### config.mk
export PLATFORM = sky130hd
export DESIGN_NAME = gpio_in
export DESIGN_NICKNAME = d
export VERILOG_FILES = /design/src/rtl/gpio_pkg.sv /design/src/rtl/gpio_debounce.sv /design/src/rtl/gpio_in.sv
export SDC_FILE = /design/constraint.sdc
export NUM_CORES = 1
export LEC_CHECK = 0
export ABC_AREA = 1
export BUFFER_PORTS_ARGS = -buffer_cell sky130_fd_sc_hd__buf_2
export CAP_MARGIN = 20
export CORE_ASPECT_RATIO = 0.6
export CORE_UTILIZATION = 58
export CTS_BUF_LIST = sky130_fd_sc_hd__clkbuf_8
export DETAILED_ROUTE_END_ITERATION = 6
export GPL_ROUTABILITY_DRIVEN = 0
export PLACE_DENSITY = 0.81
export RECOVER_POWER = 100
export SKIP_LAST_GASP = 1
export SLEW_MARGIN = 15
export SYNTH_ARGS = -nofsm -noshare
export SYNTH_HDL_FRONTEND = slang
export SYNTH_SLANG_ARGS = --single-unit
### constraint.sdc
create_clock -name clk -period 1.4 [get_ports clk]
set_input_delay 0.21 -clock clk [delete_from_list [all_inputs] [get_ports clk]]
set_output_delay 0.21 -clock clk [all_outputs]
set_load 0.02 [all_outputs]
### src/rtl/gpio_pkg.sv
// Shared GPIO input types and defaults.
// Imported by gpio_debounce and gpio_in.
package gpio_pkg;

  localparam int NUM_BITS_DEF        = 8;
  localparam int DEBOUNCE_CYCLES_DEF = 16;

  typedef logic [NUM_BITS_DEF-1:0] gpio_vec_t;

  function automatic int cnt_width(input int cycles);
    return $clog2(cycles) + 1;
  endfunction

endpackage

### src/rtl/gpio_debounce.sv
// One input bit: 2-flop synchroniser, stability counter, clean level.
// o_edge pulses combinationally on the cycle the level is about to flip.
module gpio_debounce
  import gpio_pkg::*;
#(
  parameter int DEBOUNCE_CYCLES = DEBOUNCE_CYCLES_DEF
) (
  input  logic i_clk,
  input  logic i_rst,
  input  logic i_pin,
  output logic o_level,
  output logic o_edge,
  output logic o_rise
);

  localparam int CNT_W = cnt_width(DEBOUNCE_CYCLES);
  localparam logic [CNT_W-1:0] CNT_MAX = CNT_W'(DEBOUNCE_CYCLES - 1);

  logic             r_s1;
  logic             r_s2;
  logic             r_level;
  logic [CNT_W-1:0] r_cnt;

  logic w_diff;
  logic w_done;

  assign w_diff = r_s2 ^ r_level;
  assign w_done = w_diff && (r_cnt == CNT_MAX);

  always_ff @(posedge i_clk) begin
    if (i_rst) begin
      r_s1    <= 1'b0;
      r_s2    <= 1'b0;
      r_level <= 1'b0;
      r_cnt   <= '0;
    end else begin
      r_s1 <= i_pin;
      r_s2 <= r_s1;
      if (!w_diff) begin
        r_cnt <= '0;
      end else if (w_done) begin
        r_level <= r_s2;
        r_cnt   <= '0;
      end else begin
        r_cnt <= r_cnt + 1'b1;
      end
    end
  end

  assign o_level = r_level;
  assign o_edge  = w_done;
  assign o_rise  = w_done & r_s2;

endmodule

### src/rtl/gpio_in.sv
// Debounced GPIO inputs with sticky rise/fall/overrun flags.
// Optional registered interrupt when GPIO_IN_IRQ_EN is defined.
module gpio_in
  import gpio_pkg::*;
#(
  parameter int NUM_BITS        = NUM_BITS_DEF,
  parameter int DEBOUNCE_CYCLES = DEBOUNCE_CYCLES_DEF
) (
  input  logic                clk,
  input  logic                rst,
  input  logic [NUM_BITS-1:0] gpio_i,
  input  logic                clr_i,
  input  logic [NUM_BITS-1:0] clr_mask,
`ifdef GPIO_IN_IRQ_EN
  input  logic [NUM_BITS-1:0] irq_mask,
  output logic                irq_o,
`endif
  output logic [NUM_BITS-1:0] level_o,
  output logic [NUM_BITS-1:0] rise_o,
  output logic [NUM_BITS-1:0] fall_o,
  output logic [NUM_BITS-1:0] ovr_o
);

  logic [NUM_BITS-1:0] w_level;
  logic [NUM_BITS-1:0] w_edge;
  logic [NUM_BITS-1:0] w_rise_set;
  logic [NUM_BITS-1:0] w_fall_set;
  logic [NUM_BITS-1:0] w_clr;
  logic [NUM_BITS-1:0] w_pend;
  logic [NUM_BITS-1:0] w_rise_nxt;
  logic [NUM_BITS-1:0] w_fall_nxt;
  logic [NUM_BITS-1:0] w_ovr_nxt;

  logic [NUM_BITS-1:0] r_rise;
  logic [NUM_BITS-1:0] r_fall;
  logic [NUM_BITS-1:0] r_ovr;

  for (genvar g = 0; g < NUM_BITS; g++) begin : g_bit
    gpio_debounce #(
      .DEBOUNCE_CYCLES(DEBOUNCE_CYCLES)
    ) u_db (
      .i_clk  (clk),
      .i_rst  (rst),
      .i_pin  (gpio_i[g]),
      .o_level(w_level[g]),
      .o_edge (w_edge[g]),
      .o_rise (w_rise_set[g])
    );
  end

  // Set beats clear; a cleared bit also drops any overrun from this edge.
  always_comb begin
    w_fall_set = w_edge & ~w_rise_set;
    w_clr      = {NUM_BITS{clr_i}} & clr_mask;
    w_pend     = r_rise | r_fall;
    w_rise_nxt = (r_rise & ~w_clr) | w_rise_set;
    w_fall_nxt = (r_fall & ~w_clr) | w_fall_set;
    w_ovr_nxt  = (r_ovr | (w_edge & w_pend)) & ~w_clr;
  end

  always_ff @(posedge clk) begin
    if (rst) begin
      r_rise <= '0;
      r_fall <= '0;
      r_ovr  <= '0;
    end else begin
      r_rise <= w_rise_nxt;
      r_fall <= w_fall_nxt;
      r_ovr  <= w_ovr_nxt;
    end
  end

`ifdef GPIO_IN_IRQ_EN
  logic r_irq;

  always_ff @(posedge clk) begin
    if (rst) begin
      r_irq <= 1'b0;
    end else begin
      r_irq <= |(w_pend & irq_mask);
    end
  end

  assign irq_o = r_irq;
`endif

  assign level_o = w_level;
  assign rise_o  = r_rise;
  assign fall_o  = r_fall;
  assign ovr_o   = r_ovr;

endmodule
**Yosys cells after proc, flatten, opt, wreduce, memory -nomap -nowiden**

Index checks and enable logic that the tools add are counted.

- Flip-flop bits (word level): 88
- Logic and storage cells: 111

- Bitwise gates (word level): 36
- Reduce and logical (&&, ||, !) cells: 24
- Add/sub/neg operators: 8
- Equality and inequality tests: 8

Operator list:

| cell | number |
|---|---|
| AND 8 bit | 6 |
| adder 5 x 1 -> 5 bit (second input constant) | 8 |
| == test 5 x 4 -> 1 bit (second input constant) | 8 |
| OR 8 bit | 4 |
| OR reduction 3 bit | 8 |
| NOT 8 bit | 2 |
| AND reduction 2 bit | 8 |
| AND 1 bit | 8 |
| logical AND 1 bit | 8 |
| NOT 1 bit | 8 |
| XOR 1 bit | 8 |

**Logic depth before layout (Yosys ltp)**

- Depth in word-level cells: 6
- Gate-level depth with buffers: 7

**Modules after synthesis**

A second synthesis with hierarchy kept.

- Cell total of the unflattened synthesis: 444
- Area total of the unflattened synthesis: 3590.9 um2

By module, submodules not included:

| module | area an instance (um2) | cells each | seq. area each (um2) | instances |
|---|---|---|---|---|
| gpio_debounce | 335.3 | 41 | 160.2 | 8 |
| gpio_in | 908.4 | 116 | 480.5 | 1 |

**Least setup slack after synthesis**

OpenSTA, ideal clock, no wires.

- Path kind: reg2reg
- Start point: register g_bit[4].u_db.r_cnt[0]
- End point: register g_bit[4].u_db.r_cnt[2]
- Data required time: 1.320 ns
- Cell stages (with the launch flop): 8
- Arrival: 1.208 ns
- Setup slack: 0.112 ns
- Setup time: 0.080 ns
- Cell sequence: dfxtp_1 > ha_1 > nand2_1 > nor2_1 > ha_1 > nor2_1 > nand2_1 > nor3b_1

- Word-level cells in the longest chain between the ends: 3

Ends and longest elaborated chain:

| item | RTL line | source |
|---|---|---|
| start, declared | gpio_debounce.sv:22 | `logic [CNT_W-1:0] r_cnt;` |
| start signal, assigned | gpio_debounce.sv:45 | `r_cnt <= r_cnt + 1'b1;` |
| branches (longest 3 deep; another with adder 5 x 1 -> 5 bit) | n/a |  |

Parallel ways; which one is timed is not known.
A chain may end at the register's enable or synchronous reset.

**Worst setup path after layout**

- Start point: register g_bit[6].u_db.r_cnt[0]
- End point: register g_bit[6].u_db.r_cnt[2]

- Word-level cells in the longest chain between the ends: 3

Ends and longest elaborated chain:

| item | RTL line |
|---|---|
| start, declared | gpio_debounce.sv:22 |
| start signal, assigned | gpio_debounce.sv:45 |
| branches (longest 3 deep; another with adder 5 x 1 -> 5 bit) | n/a |

Parallel ways; which one is timed is not known.

==> results by stage <==
Status:
- The flow ran to the end, and the final reports show no timing, DRC or antenna violations.

Timing:
- For this run, the top clock speed supported by timing is roughly 740 MHz.
- Setup repair after global routing could not meet its margin everywhere.
- On the final layout, the worst hold slack is ~0.061 ns.
- The largest clock skew in the final design is 0.00889 ns.
- The minimum period implied by the final worst setup slack is 1.35 ns.
- The share of the clock period used by the worst path after layout is a little over nine tenths.
- The hold violation count in the final report is 0.
- The total setup violations reported at the end of the flow is 0.
- The final-report max-slew violation count is 0.
- At the pin with the least slew margin, the transition time is 0.298 ns.
- In this run the tightest slew margin relative to its limit is between 80% and 90%.
- Setup slack closes at 0.0515 ns.

Global routing:
- Global routing used a little over a fifth of the available tracks.
- The pin count of the biggest net entering global routing is 33.
- The first global-routing pass estimated 9.83 mm of wire.
- The initial antenna violation count came to 0.
- The total grt overflow is 0.
- The via count of the first global-routing pass is between 2,000 and 2,500.

Setup path:
- The path type of the worst setup path is reg2reg.
- Of all nets on the critical path, the largest fanout is 5.
- The category of the worst setup path capture point is a register.
- The arrival time at the worst endpoint is 1.62 ns.
- The end of the worst register-to-register path is g_bit[6].u_db.r_cnt[2].
- For flop-to-flop paths, the worst setup slack is 0.05 ns.
- The worst register-to-register path begins at g_bit[6].u_db.r_cnt[0].
- At the worst endpoint, the required time is 1.67 ns.
- The startpoint kind of the worst setup timing path is a register.
- Measured in cells, the most critical reg-to-reg path has a length of 7.

CTS:
- The number of hold buffers added after CTS was 0.
- After clock tree synthesis, the clock-pin slew on the worst setup and hold paths is 0.08 ns.
- The later-pin clock latency in the skew report is 0.35 ns.
- The TritonCTS clock tree is built.
- The CTS root buffer is clkbuf_8.
- The buffer levels on the longest clock path is 2.
- Buffers inserted during clock tree synthesis total 9.
- The number of clock sinks seen by CTS is between 80 and 90.
- The total number of H-tree levels is 3.

Worst hold path:
- The number of cells on the worst hold path is 3.
- The worst hold endpoint is g_bit[1].u_db.r_s1.
- The worst hold path begins at gpio_i[1].
- The class of the most critical hold timing path is in2reg.

Synth:
- After technology mapping, the gate count stands at 420.
- Sorting the synthesized cells by area gives the leading types as dfxtp_1 51%, inv_1 8.7%, nand2_1 6.8%.
- Dividing the synthesized area by the synthesized cell count gives a little over 8 um^2.
- The synthesized design contains 88 register bits.
- After synthesis, the netlist uses 24 different library cells.
- The top-area cell type share of the netlist area is 51.0%.
- The Yosys step of the flow raised 0 warnings.
- Summing every instance area after synthesis gives roughly 3500 um^2.
- Counting every net in the synthesized netlist gives between 400 and 500.
- The sequential cell area fraction in the yosys report is 51.0%.
- The biggest area consumer among synthesized cells is dfxtp_1.

Die:
- The row count is 21.
- The overall die area is 6280 um^2.
- The placeable core region is around 5600 um^2.
- The die is 102 um wide.
- The number of top-level design ports is 51.
- The die outline height is approximately 60 um.
- Once the floorplan was initialized, standard cells occupied 61.2% of the core.

Final layout:
- Excluding fillers, the count of instances in the completed layout stands at about 560.
- Cells fill 71.4% of the core in the end.
- In the layout the commonest cells are 78 x inv_1, 78 x dfxtp_1, 60 x nand2_1, 55 x nor2_1, 50 x buf_2.
- The number of diodes is 0.
- The layout overhead on the synthesized area is 16.8%.
- The fraction of layout instances using a drive strength above 1 is about a quarter.
- Fill cells in the final layout number 440.
- The post-layout net count is slightly above 500.

Drt:
- The number of design-rule violations left by the first detailed-router iteration is around 120.
- The number of vias per cell after detailed routing is between 4 and 5.
- The detailed-route DRC error count is 0.
- The post-detailed-route wirelength per cell is 11.0 um.
- The pre-antenna-repair detailed-routing pass consisted of 4 iterations.
- The count of vias placed by the detailed router is 2,608.
- For this block, the routed nets add up to between 6 and 7 mm of wire.
- The detail route stage leaves a number of antenna-violating nets equal to 0.

Placed design:
- The number of port buffers is 50.
- Prior to clock tree synthesis, the placed netlist has a worst setup slack of -0.0343 ns.
- Including well taps, the total number of placed cells is 537.
- The wire-length estimate of the detail-placed layout is ~4.3 mm.

Pwr:
- Sequential cells account for 55.6% of the total power.
- Per report_power, the clock group accounts for 40.9% of the total.
- The part of the power in combinational logic is around 3.5%.
- Internal power comes to 3630 uW.
- In this run switching power makes up 20.8% of total power.
- The analysis attributes to net switching a power of 953 uW.
- The analysis attributes to cell leakage a power of 0.00171 uW.
- The highest ir drop seen on vdd is 0.561 mV.
- Summing internal, switching and leakage power gives 4580 uW.
- Dividing total power by cell area gives a power density of 1140 nW/um^2.

Run:
- Max-cap violations in this run came to 0.
per-stage QoR:
stage / instance area, um^2 / setup TNS, ns
after floorplan: 3450 / 0
after global placement: 3700 / 0
after detailed placement: 3700 / -0.0799
after CTS: 3940 / -0.00331
after global routing: 4040 / -0.107
final: 4040 / 0
power groups by stage:
stage	registers (uW)	clock network, uW	logic [uW]
2_1_floorplan	2600	0	113
3_3_place_gp	2600	0	146
3_5_place_dp	2610	0	151
4_1_cts	2550	1920	154
5_1_grt	2550	2050	183
6_report	2550	1880	160
critical path: stages, from the launching register on:
cell and delay [ns]:
dfxtp_2 0.34, ha_1 0.20, nand2_1 0.11, nor2_2 0.04
ha_2 0.21, nor2_2 0.12, nand2_2 0.10, nor3b_2 0.16
metal layers:
metal	vias up	part of all wire [%]	global-route usage, %
met3	5	3.8	8.72
met2	46	47	34.9
li1	1399	-	-
met5	-	0	0
met1	1158	48	25.7
met4	0	0.79	5.38
worst max-delay path by stage:
stage	to	startpoint	cells after the start
floorplan	g_bit[4].u_db.r_cnt[2]	g_bit[4].u_db.r_cnt[0]	7
global placement	g_bit[4].u_db.r_cnt[2]	g_bit[4].u_db.r_cnt[0]	7
detailed placement	g_bit[3].u_db.r_cnt[1]	g_bit[3].u_db.r_cnt[0]	6
CTS	g_bit[3].u_db.r_cnt[1]	g_bit[3].u_db.r_cnt[0]	6
global route	g_bit[6].u_db.r_cnt[2]	g_bit[6].u_db.r_cnt[0]	7
finish	g_bit[6].u_db.r_cnt[2]	g_bit[6].u_db.r_cnt[0]	7
flip-flops by register name, indices dropped and copies added (netlist names):
name and flops:
g_bit.u_db.r_cnt 40, g_bit.u_db.o_level 8, ovr_o 8, fall_o 8, rise_o 8, g_bit.u_db.r_s2 8
g_bit.u_db.r_s1 8
Yosys cell counts:
cell type  instances
xnor2_1            5
inv_6              1
and3_1             5
or2_2              1
nand4_1           10
nand2_2            1
a21oi_1           20
ha_1              16
nand2_1           63
o21ai_1            8
xor2_1             6
o22ai_1            8
buf_12             1
nand3_1           21
buf_4              9
clkbuf_1           1
buf_6              2
inv_1             80
o21ai_0            5
dfxtp_1           88
nand3_4            3
nor2_1            62
nor3b_1            2
buf_2              2
cell type report:
class | instances | area (um^2) | area share, %
Clock buffer | 10 | 138 | 3.41
Timing Repair Buffer | 54 | 280 | 6.95
Sequential cell | 88 | 1770 | 44.0
Inverter | 81 | 309 | 7.66
Tap cell | 80 | 100 | 2.48
Multi-Input combinational cell | 236 | 1350 | 33.5
Clock inverter | 6 | 83.8 | 2.08
cell families (layout without fill, tap and decap cells):
group | after synthesis | after routing | synth area share [%]
AND/OR/NAND/NOR | 168 | 168 | 21.7
buffers and inverters | 96 | 151 | 12.5
flip-flops | 88 | 88 | 51.0
AO/OA/AOI/OAI | 41 | 41 | 6.23
adder cells (fa/ha/maj) | 16 | 16 | 5.79
XOR/XNOR | 11 | 11 | 2.79
repair_timing:
action | 4_1_cts | 5_1_grt
setup endpoints to repair | 12 | 47
buffers inserted | 0 | 2
pin swaps | 0 | 5
gates resized for setup | 7 | 36
No activity file was read; power rests on OpenSTA's default activity.
